File: config.mk
export PLATFORM = sky130hd
export DESIGN_NAME = ama_riscv_lsu_ctrl_flat
export DESIGN_NICKNAME = d
export VERILOG_FILES = /design/src/rtl/ama_riscv_lsu_ctrl_if.sv /design/src/rtl/ama_riscv_lsu_ctrl.sv /design/src/flat_wrapper.sv
export SDC_FILE = /design/constraint.sdc
export NUM_CORES = 1
export LEC_CHECK = 0
export ABC_AREA = 1
export CAP_MARGIN = 0
export CORE_AREA = 5 5 98 146
export DETAILED_ROUTE_END_ITERATION = 12
export DIE_AREA = 0 0 103 151
export PLACE_DENSITY_LB_ADDON = 0.25
export SKIP_CTS_REPAIR_TIMING = 1
export SYNTH_ARGS = -nofsm -noshare
export SYNTH_HDL_FRONTEND = slang
export SYNTH_SLANG_ARGS = --single-unit
File: constraint.sdc
create_clock -name clk -period 1.2 [get_ports clk]
set_clock_uncertainty 0.1 [all_clocks]
set_input_delay 0.18 -clock clk [delete_from_list [all_inputs] [get_ports clk]]
set_output_delay 0.18 -clock clk [all_outputs]
set_load 0.05 [all_outputs]
File: src/rtl/ama_riscv_lsu_ctrl_if.sv
// Core-side request, DMEM and shift/mask-unit signals of the load/store controller.
// The controller uses the slave view and the core/memory environment uses the master view.
interface ama_riscv_lsu_ctrl_if;
  logic        req_valid;
  logic        req_ready;
  logic        req_store;
  logic [31:0] req_addr;
  logic [2:0]  req_width;
  logic [31:0] req_wdata;
  logic        mem_req_valid;
  logic        mem_req_ready;
  logic [31:0] mem_addr;
  logic [3:0]  mem_we;
  logic [31:0] mem_wdata;
  logic        mem_rsp_valid;
  logic [31:0] mem_rsp_data;
  logic        lsm_en;
  logic [1:0]  lsm_offset;
  logic [2:0]  lsm_width;
  logic [31:0] lsm_data;
  logic        done;
  logic        err_misaligned;
  logic        err_timeout;
  logic        busy;

  modport slave (
    input  req_valid, req_store, req_addr, req_width, req_wdata,
    input  mem_req_ready, mem_rsp_valid, mem_rsp_data,
    output req_ready, mem_req_valid, mem_addr, mem_we, mem_wdata,
    output lsm_en, lsm_offset, lsm_width, lsm_data,
    output done, err_misaligned, err_timeout, busy
  );

  modport master (
    output req_valid, req_store, req_addr, req_width, req_wdata,
    output mem_req_ready, mem_rsp_valid, mem_rsp_data,
    input  req_ready, mem_req_valid, mem_addr, mem_we, mem_wdata,
    input  lsm_en, lsm_offset, lsm_width, lsm_data,
    input  done, err_misaligned, err_timeout, busy
  );
endinterface

File: src/rtl/ama_riscv_lsu_ctrl.sv
// Load/store controller: accepts one core request at a time, runs the DMEM handshake,
// and hands load words to the shift/mask unit, with misalignment and timeout faults.
module ama_riscv_lsu_ctrl #(
  parameter int TIMEOUT_CYC = 255
) (
  input  logic                       clk,
  input  logic                       rst,
  ama_riscv_lsu_ctrl_if.slave        bus
);

  localparam logic [2:0] ST_IDLE = 3'd0;
  localparam logic [2:0] ST_REQ  = 3'd1;
  localparam logic [2:0] ST_WAIT = 3'd2;
  localparam logic [2:0] ST_DONE = 3'd3;
  localparam logic [2:0] ST_ERR  = 3'd4;

  localparam logic [7:0] CNT_LAST = 8'(TIMEOUT_CYC - 1);

  logic [2:0]  state_r;
  logic [2:0]  state_nxt_s;
  logic [7:0]  cnt_r;
  logic        store_r;
  logic [31:0] addr_r;
  logic [2:0]  width_r;
  logic [3:0]  be_r;
  logic [31:0] wdata_r;
  logic [31:0] lsm_data_r;
  logic        timeout_r;
  logic        accept_s;
  logic        misaligned_s;
  logic        expire_s;
  logic        to_err_s;

  function automatic logic is_misaligned(input logic [2:0] width, input logic [1:0] off);
    case (width[1:0])
      2'd0:    is_misaligned = 1'b0;
      2'd1:    is_misaligned = off[0];
      2'd2:    is_misaligned = (off != 2'd0);
      default: is_misaligned = 1'b1;
    endcase
  endfunction

  function automatic logic [3:0] byte_en(input logic [2:0] width, input logic [1:0] off);
    case (width[1:0])
      2'd0:    byte_en = 4'b0001 << off;
      2'd1:    byte_en = 4'b0011 << off;
      2'd2:    byte_en = 4'b1111;
      default: byte_en = 4'b0000;
    endcase
  endfunction

  function automatic logic [31:0] lane_data(input logic [2:0] width, input logic [31:0] wdata);
    case (width[1:0])
      2'd0:    lane_data = {4{wdata[7:0]}};
      2'd1:    lane_data = {2{wdata[15:0]}};
      default: lane_data = wdata;
    endcase
  endfunction

  assign accept_s     = bus.req_valid && (state_r == ST_IDLE);
  assign misaligned_s = is_misaligned(bus.req_width, bus.req_addr[1:0]);
  assign expire_s     = (cnt_r == CNT_LAST);

  // Next-state decode; a handshake in the last allowed cycle beats the timeout.
  always_comb begin
    state_nxt_s = state_r;
    to_err_s    = 1'b0;
    case (state_r)
      ST_IDLE: begin
        if (accept_s) begin
          state_nxt_s = misaligned_s ? ST_ERR : ST_REQ;
        end else begin
          state_nxt_s = ST_IDLE;
        end
      end
      ST_REQ: begin
        if (bus.mem_req_ready) begin
          state_nxt_s = store_r ? ST_DONE : ST_WAIT;
        end else if (expire_s) begin
          state_nxt_s = ST_ERR;
          to_err_s    = 1'b1;
        end else begin
          state_nxt_s = ST_REQ;
        end
      end
      ST_WAIT: begin
        if (bus.mem_rsp_valid) begin
          state_nxt_s = ST_DONE;
        end else if (expire_s) begin
          state_nxt_s = ST_ERR;
          to_err_s    = 1'b1;
        end else begin
          state_nxt_s = ST_WAIT;
        end
      end
      ST_DONE: state_nxt_s = ST_IDLE;
      ST_ERR:  state_nxt_s = ST_IDLE;
      default: state_nxt_s = ST_IDLE;
    endcase
  end

  // State, latched request fields, timeout counter and captured load word.
  always_ff @(posedge clk) begin
    if (rst) begin
      state_r    <= ST_IDLE;
      cnt_r      <= 8'd0;
      store_r    <= 1'b0;
      addr_r     <= 32'd0;
      width_r    <= 3'd0;
      be_r       <= 4'd0;
      wdata_r    <= 32'd0;
      lsm_data_r <= 32'd0;
      timeout_r  <= 1'b0;
    end else begin
      state_r <= state_nxt_s;
      if (accept_s) begin
        store_r   <= bus.req_store;
        addr_r    <= bus.req_addr;
        width_r   <= bus.req_width;
        be_r      <= bus.req_store ? byte_en(bus.req_width, bus.req_addr[1:0]) : 4'd0;
        wdata_r   <= lane_data(bus.req_width, bus.req_wdata);
        cnt_r     <= 8'd0;
        timeout_r <= 1'b0;
      end else if ((state_r == ST_REQ) || (state_r == ST_WAIT)) begin
        cnt_r     <= cnt_r + 8'd1;
        timeout_r <= timeout_r | to_err_s;
      end
      if ((state_r == ST_WAIT) && bus.mem_rsp_valid) begin
        lsm_data_r <= bus.mem_rsp_data;
      end
    end
  end

  // Every output is a decode of the state register or a latched field.
  assign bus.req_ready      = (state_r == ST_IDLE);
  assign bus.mem_req_valid  = (state_r == ST_REQ);
  assign bus.mem_addr       = {addr_r[31:2], 2'b00};
  assign bus.mem_we         = (state_r == ST_REQ) ? be_r : 4'd0;
  assign bus.mem_wdata      = wdata_r;
  assign bus.lsm_en         = (state_r == ST_DONE) && !store_r;
  assign bus.lsm_offset     = addr_r[1:0];
  assign bus.lsm_width      = width_r;
  assign bus.lsm_data       = lsm_data_r;
  assign bus.done           = (state_r == ST_DONE) || (state_r == ST_ERR);
  assign bus.err_misaligned = (state_r == ST_ERR) && !timeout_r;
  assign bus.err_timeout    = (state_r == ST_ERR) && timeout_r;
  assign bus.busy           = (state_r != ST_IDLE);

endmodule

File: src/flat_wrapper.sv
// flat-port wrapper written by rule: the top's interface ports become plain ports
module ama_riscv_lsu_ctrl_flat 
#(
  parameter int TIMEOUT_CYC = 255
)
  (clk, rst, bus_req_valid, bus_req_store, bus_req_addr, bus_req_width, bus_req_wdata, bus_mem_req_ready, bus_mem_rsp_valid, bus_mem_rsp_data, bus_req_ready, bus_mem_req_valid, bus_mem_addr, bus_mem_we, bus_mem_wdata, bus_lsm_en, bus_lsm_offset, bus_lsm_width, bus_lsm_data, bus_done, bus_err_misaligned, bus_err_timeout, bus_busy);
  ama_riscv_lsu_ctrl_if bus_i ();
  input  logic clk;
  input  logic rst;
  input wire logic [$bits(bus_i.req_valid)-1:0] bus_req_valid;
  input wire logic [$bits(bus_i.req_store)-1:0] bus_req_store;
  input wire logic [$bits(bus_i.req_addr)-1:0] bus_req_addr;
  input wire logic [$bits(bus_i.req_width)-1:0] bus_req_width;
  input wire logic [$bits(bus_i.req_wdata)-1:0] bus_req_wdata;
  input wire logic [$bits(bus_i.mem_req_ready)-1:0] bus_mem_req_ready;
  input wire logic [$bits(bus_i.mem_rsp_valid)-1:0] bus_mem_rsp_valid;
  input wire logic [$bits(bus_i.mem_rsp_data)-1:0] bus_mem_rsp_data;
  output wire logic [$bits(bus_i.req_ready)-1:0] bus_req_ready;
  output wire logic [$bits(bus_i.mem_req_valid)-1:0] bus_mem_req_valid;
  output wire logic [$bits(bus_i.mem_addr)-1:0] bus_mem_addr;
  output wire logic [$bits(bus_i.mem_we)-1:0] bus_mem_we;
  output wire logic [$bits(bus_i.mem_wdata)-1:0] bus_mem_wdata;
  output wire logic [$bits(bus_i.lsm_en)-1:0] bus_lsm_en;
  output wire logic [$bits(bus_i.lsm_offset)-1:0] bus_lsm_offset;
  output wire logic [$bits(bus_i.lsm_width)-1:0] bus_lsm_width;
  output wire logic [$bits(bus_i.lsm_data)-1:0] bus_lsm_data;
  output wire logic [$bits(bus_i.done)-1:0] bus_done;
  output wire logic [$bits(bus_i.err_misaligned)-1:0] bus_err_misaligned;
  output wire logic [$bits(bus_i.err_timeout)-1:0] bus_err_timeout;
  output wire logic [$bits(bus_i.busy)-1:0] bus_busy;
  assign bus_i.req_valid = bus_req_valid;
  assign bus_i.req_store = bus_req_store;
  assign bus_i.req_addr = bus_req_addr;
  assign bus_i.req_width = bus_req_width;
  assign bus_i.req_wdata = bus_req_wdata;
  assign bus_i.mem_req_ready = bus_mem_req_ready;
  assign bus_i.mem_rsp_valid = bus_mem_rsp_valid;
  assign bus_i.mem_rsp_data = bus_mem_rsp_data;
  assign bus_req_ready = bus_i.req_ready;
  assign bus_mem_req_valid = bus_i.mem_req_valid;
  assign bus_mem_addr = bus_i.mem_addr;
  assign bus_mem_we = bus_i.mem_we;
  assign bus_mem_wdata = bus_i.mem_wdata;
  assign bus_lsm_en = bus_i.lsm_en;
  assign bus_lsm_offset = bus_i.lsm_offset;
  assign bus_lsm_width = bus_i.lsm_width;
  assign bus_lsm_data = bus_i.lsm_data;
  assign bus_done = bus_i.done;
  assign bus_err_misaligned = bus_i.err_misaligned;
  assign bus_err_timeout = bus_i.err_timeout;
  assign bus_busy = bus_i.busy;
  ama_riscv_lsu_ctrl #(.TIMEOUT_CYC(TIMEOUT_CYC)) u_core (.clk(clk), .rst(rst), .bus(bus_i));
endmodule
==> impl_metrics.tcl <==
set metrics [dict create \
    fmax_mhz 602.3 \
    reg2reg_depth 8 \
    drv_cap 0 \
    ys_top_cells_by_count "171 x nand2_1, 130 x a21oi_1, 116 x dfxtp_1, 47 x nand3_1, 38 x o21ai_0" \
    cts_tree "built" \
    die_height_um 151 \
    power_density_mw_per_mm2 1342 \
    nFillCells 878 \
    hold_path_class "primary input to flip-flop" \
    syn2layout_area_growth_pct 107.1 \
    postPlaceCellArea_sq_mm 0.008573 \
    clockRootBuffer "clkbuf_16" \
    syn_avg_cell_area_sq_um 7.439 \
    p_leak_nw 3.755 \
    reg2reg_from "u_core.state_r[2]$_SDFF_PP0_" \
    postRouteAntennaNets 0 \
    cp_slowest_stage_delay_ns 0.36 \
    synth_top_cell_area_share_pct 50.03 \
    final_core_util_pct 74.60 \
    coreArea_sq_mm 0.01289 \
    fp-row-count 51 \
    synth.largest_area_cell "dfxtp_1" \
    vias 5366 \
    drive_above_1_share_pct 34.22 \
    cts_buffers 17 \
    port_buffers 214 \
    place.gp.congestion 0.8242 \
    async_flop_share_pct 0 \
    grt_setup_unrepaired "yes" \
    fin_total_pwr_mw 12.90 \
    htreeDepth 4 \
    clk_pin_slew_ns 0.05 \
    synth.distinct_cells 24 \
    status "complete, but fails checks" \
    synthTopCellsByArea "dfxtp_1 50%, a21oi_1 14%, nand2_1 14%, nand3_1 5.1%, o21ai_0 4.1%" \
    fin_tns_setup_ns -29.83 \
    cpMostUsedCell "nor2_4" \
    vdd_drop_max_mv 1.027 \
    ioPinCount 217 \
    worstSetupStartpointType "flip-flop" \
    grt_pass1_vias 5444 \
    yosysSeqAreaShare_pct 50.03 \
    cp_max_fo 4 \
    n_antenna_cell 0 \
    synth_warnings 0 \
    grt_usage_pct 21.31 \
    dieArea_sq_mm 0.01555 \
    fin_nets 998 \
    dr.pass1.iters 5 \
    yosys_register_bits 116 \
    pre_cts_slack_ns -0.5831 \
    worstPathArrival_ns 1.38 \
    ys.flop_type "dfxtp_1" \
    setup_viol 215 \
    dp.final_hpwl_um 12850 \
    whs_ns 0.1160 \
    final.setup.worst_slack_ns -0.4602 \
    cts.path.max_buffers 2 \
    antenna_found_initial 1 \
    multiInputGateArea_sq_mm 0.002272 \
    crit_required_ns 0.92 \
    violations "setup timing" \
    yosysMostFrequentCell "nand2_1" \
    initial_core_util_pct 36.01 \
    grt_pass1_wl_um 26080 \
    post-route-period-util_pct 138.4 \
    drtIter0Drc 158 \
    globalRouteOverflowTotal 0 \
    crit_type "flip-flop to output pin" \
    min_to "u_core.bus.lsm_data[2]$_SDFFE_PP0N_" \
    syn_area_sq_mm 0.004642 \
    detail_route.wl_per_cell_um 17.15 \
    dieWidth_um 103 \
    seq_area_sq_mm 0.002367 \
    drt-total-wl_um 18220 \
    worstReg2RegEnd "u_core.addr_r[29]$_SDFFE_PP0P_" \
    insertion_delay_ns 0.40 \
    worstPathCellList "buf_6, nor2_4, nand2_4, nor2_4, buf_12" \
    placedCellCount 1018 \
    whs_path_depth 3 \
    drc 0 \
    hold_viol_final 0 \
    r2r_slack_ns -0.33 \
    worst_path_max_delay_cell "dfxtp_4" \
    viasPerCell 5.053 \
    end_kind "output pin" \
    hold_start "rst" \
    cts_num_sinks 116 \
    synth_edf_count 0 \
    period_needed_ns 1.660 \
    stdcell_count 1062 \
    final_cell_area_sq_mm 0.009615 \
    synthCells 624 \
    final_max_slew_viol_count 0 \
    grt_max_degree 36 \
]
[routing by layer]
| metal | vias up | GRT usage, % | routed length (um) |
|---|---|---|---|
| li1 | 2597 | - | - |
| met1 | 2517 | 21.32 | 6291 |
| met2 | 205 | 39.30 | 9950 |
| met3 | 45 | 6.728 | 1341 |
| met4 | 2 | 9.462 | 620 |
| met5 | - | 0 | 11 |
[placed cells by master, fill, tap and decap left out, types with 2 or more instances in the layout]
cell type / n
clkbuf_16: 21
nand4_1: 3
inv_1: 32
nor2_4: 11
nand3_4: 2
conb_1: 2
buf_12: 119
ha_1: 2
inv_4: 3
nand3_1: 44
a21oi_1: 90
clkbuf_8: 2
clkbuf_1: 2
buf_6: 13
o21ai_1: 25
nor2_1: 10
clkdlybuf4s50_1: 103
nand2_2: 9
bufinv_16: 2
nand2_1: 159
buf_4: 48
nand2_4: 4
nand3_2: 3
a21oi_2: 40
dfxtp_4: 10
clkinv_2: 5
clkinvlp_4: 4
dfxtp_1: 100
dfxtp_2: 6
o21ai_0: 18
[worst max path at each step]
stage | from | to | slack, ns
floorplan | u_core.state_r[0]$_SDFF_PP0_ | u_core.store_r$_SDFFE_PP0P_ | -0.09
global placement | bus_req_width[0] | u_core.bus.mem_wdata[15]$_SDFFE_PP0P_ | -0.45
detailed placement | bus_req_width[0] | u_core.bus.mem_wdata[11]$_SDFFE_PP0P_ | -0.58
CTS | u_core.state_r[0]$_SDFF_PP0_ | bus_done | -0.56
global route | u_core.state_r[0]$_SDFF_PP0_ | bus_mem_we[1] | -0.50
finish | u_core.state_r[0]$_SDFF_PP0_ | bus_err_misaligned | -0.46
[worst max-delay path: cells and delay by family, from the launching register on]
family / cells / cell delay, ns
simple gates: 3 / 0.34
flops: 1 / 0.36
buf+inv: 2 / 0.28
[cells by family (layout without fill, tap and decap cells)]
group / after synthesis / count (layout) / share of synthesized area [%]
flip-flops: 116 / 116 / 50.03
AND/OR/NAND/NOR: 249 / 249 / 22.35
adder cells (fa/ha/maj): 2 / 2 / 0.5390
other: 1 / 2 / 0.08078
AO/OA/AOI/OAI: 176 / 176 / 19.08
buffers and inverters: 80 / 358 / 7.924
[power breakdown]
part	leakage [nW]	internal (mW)	switching (mW)	total, mW
sequential	0.958	4.11	0.265	4.37
combinational	2.52	1.80	1.88	3.67
clock	0.274	3.13	1.73	4.86
total	3.76	9.03	3.87	12.9
[sequential cells by signal, indices dropped and copies added, names as in the netlist]
| signal | cells |
|---|---|
| u_core.store_r | 1 |
| u_core.bus.lsm_width | 3 |
| u_core.bus.mem_wdata | 32 |
| u_core.state_r | 3 |
| u_core.addr_r | 32 |
| u_core.cnt_r | 8 |
| u_core.timeout_r | 1 |
| u_core.bus.lsm_data | 32 |
| u_core.be_r | 4 |
[cell type report]
| class | instances | area share (%) |
|---|---|---|
| tap | 159 | 2.069 |
| clock inverter | 10 | 1.119 |
| sequential | 116 | 24.62 |
| clock buffer | 21 | 4.789 |
| multi-input combinational | 429 | 23.63 |
| inverter | 38 | 1.809 |
| timing repair buffer | 289 | 41.96 |
Power figures use the tool's default switching activity.
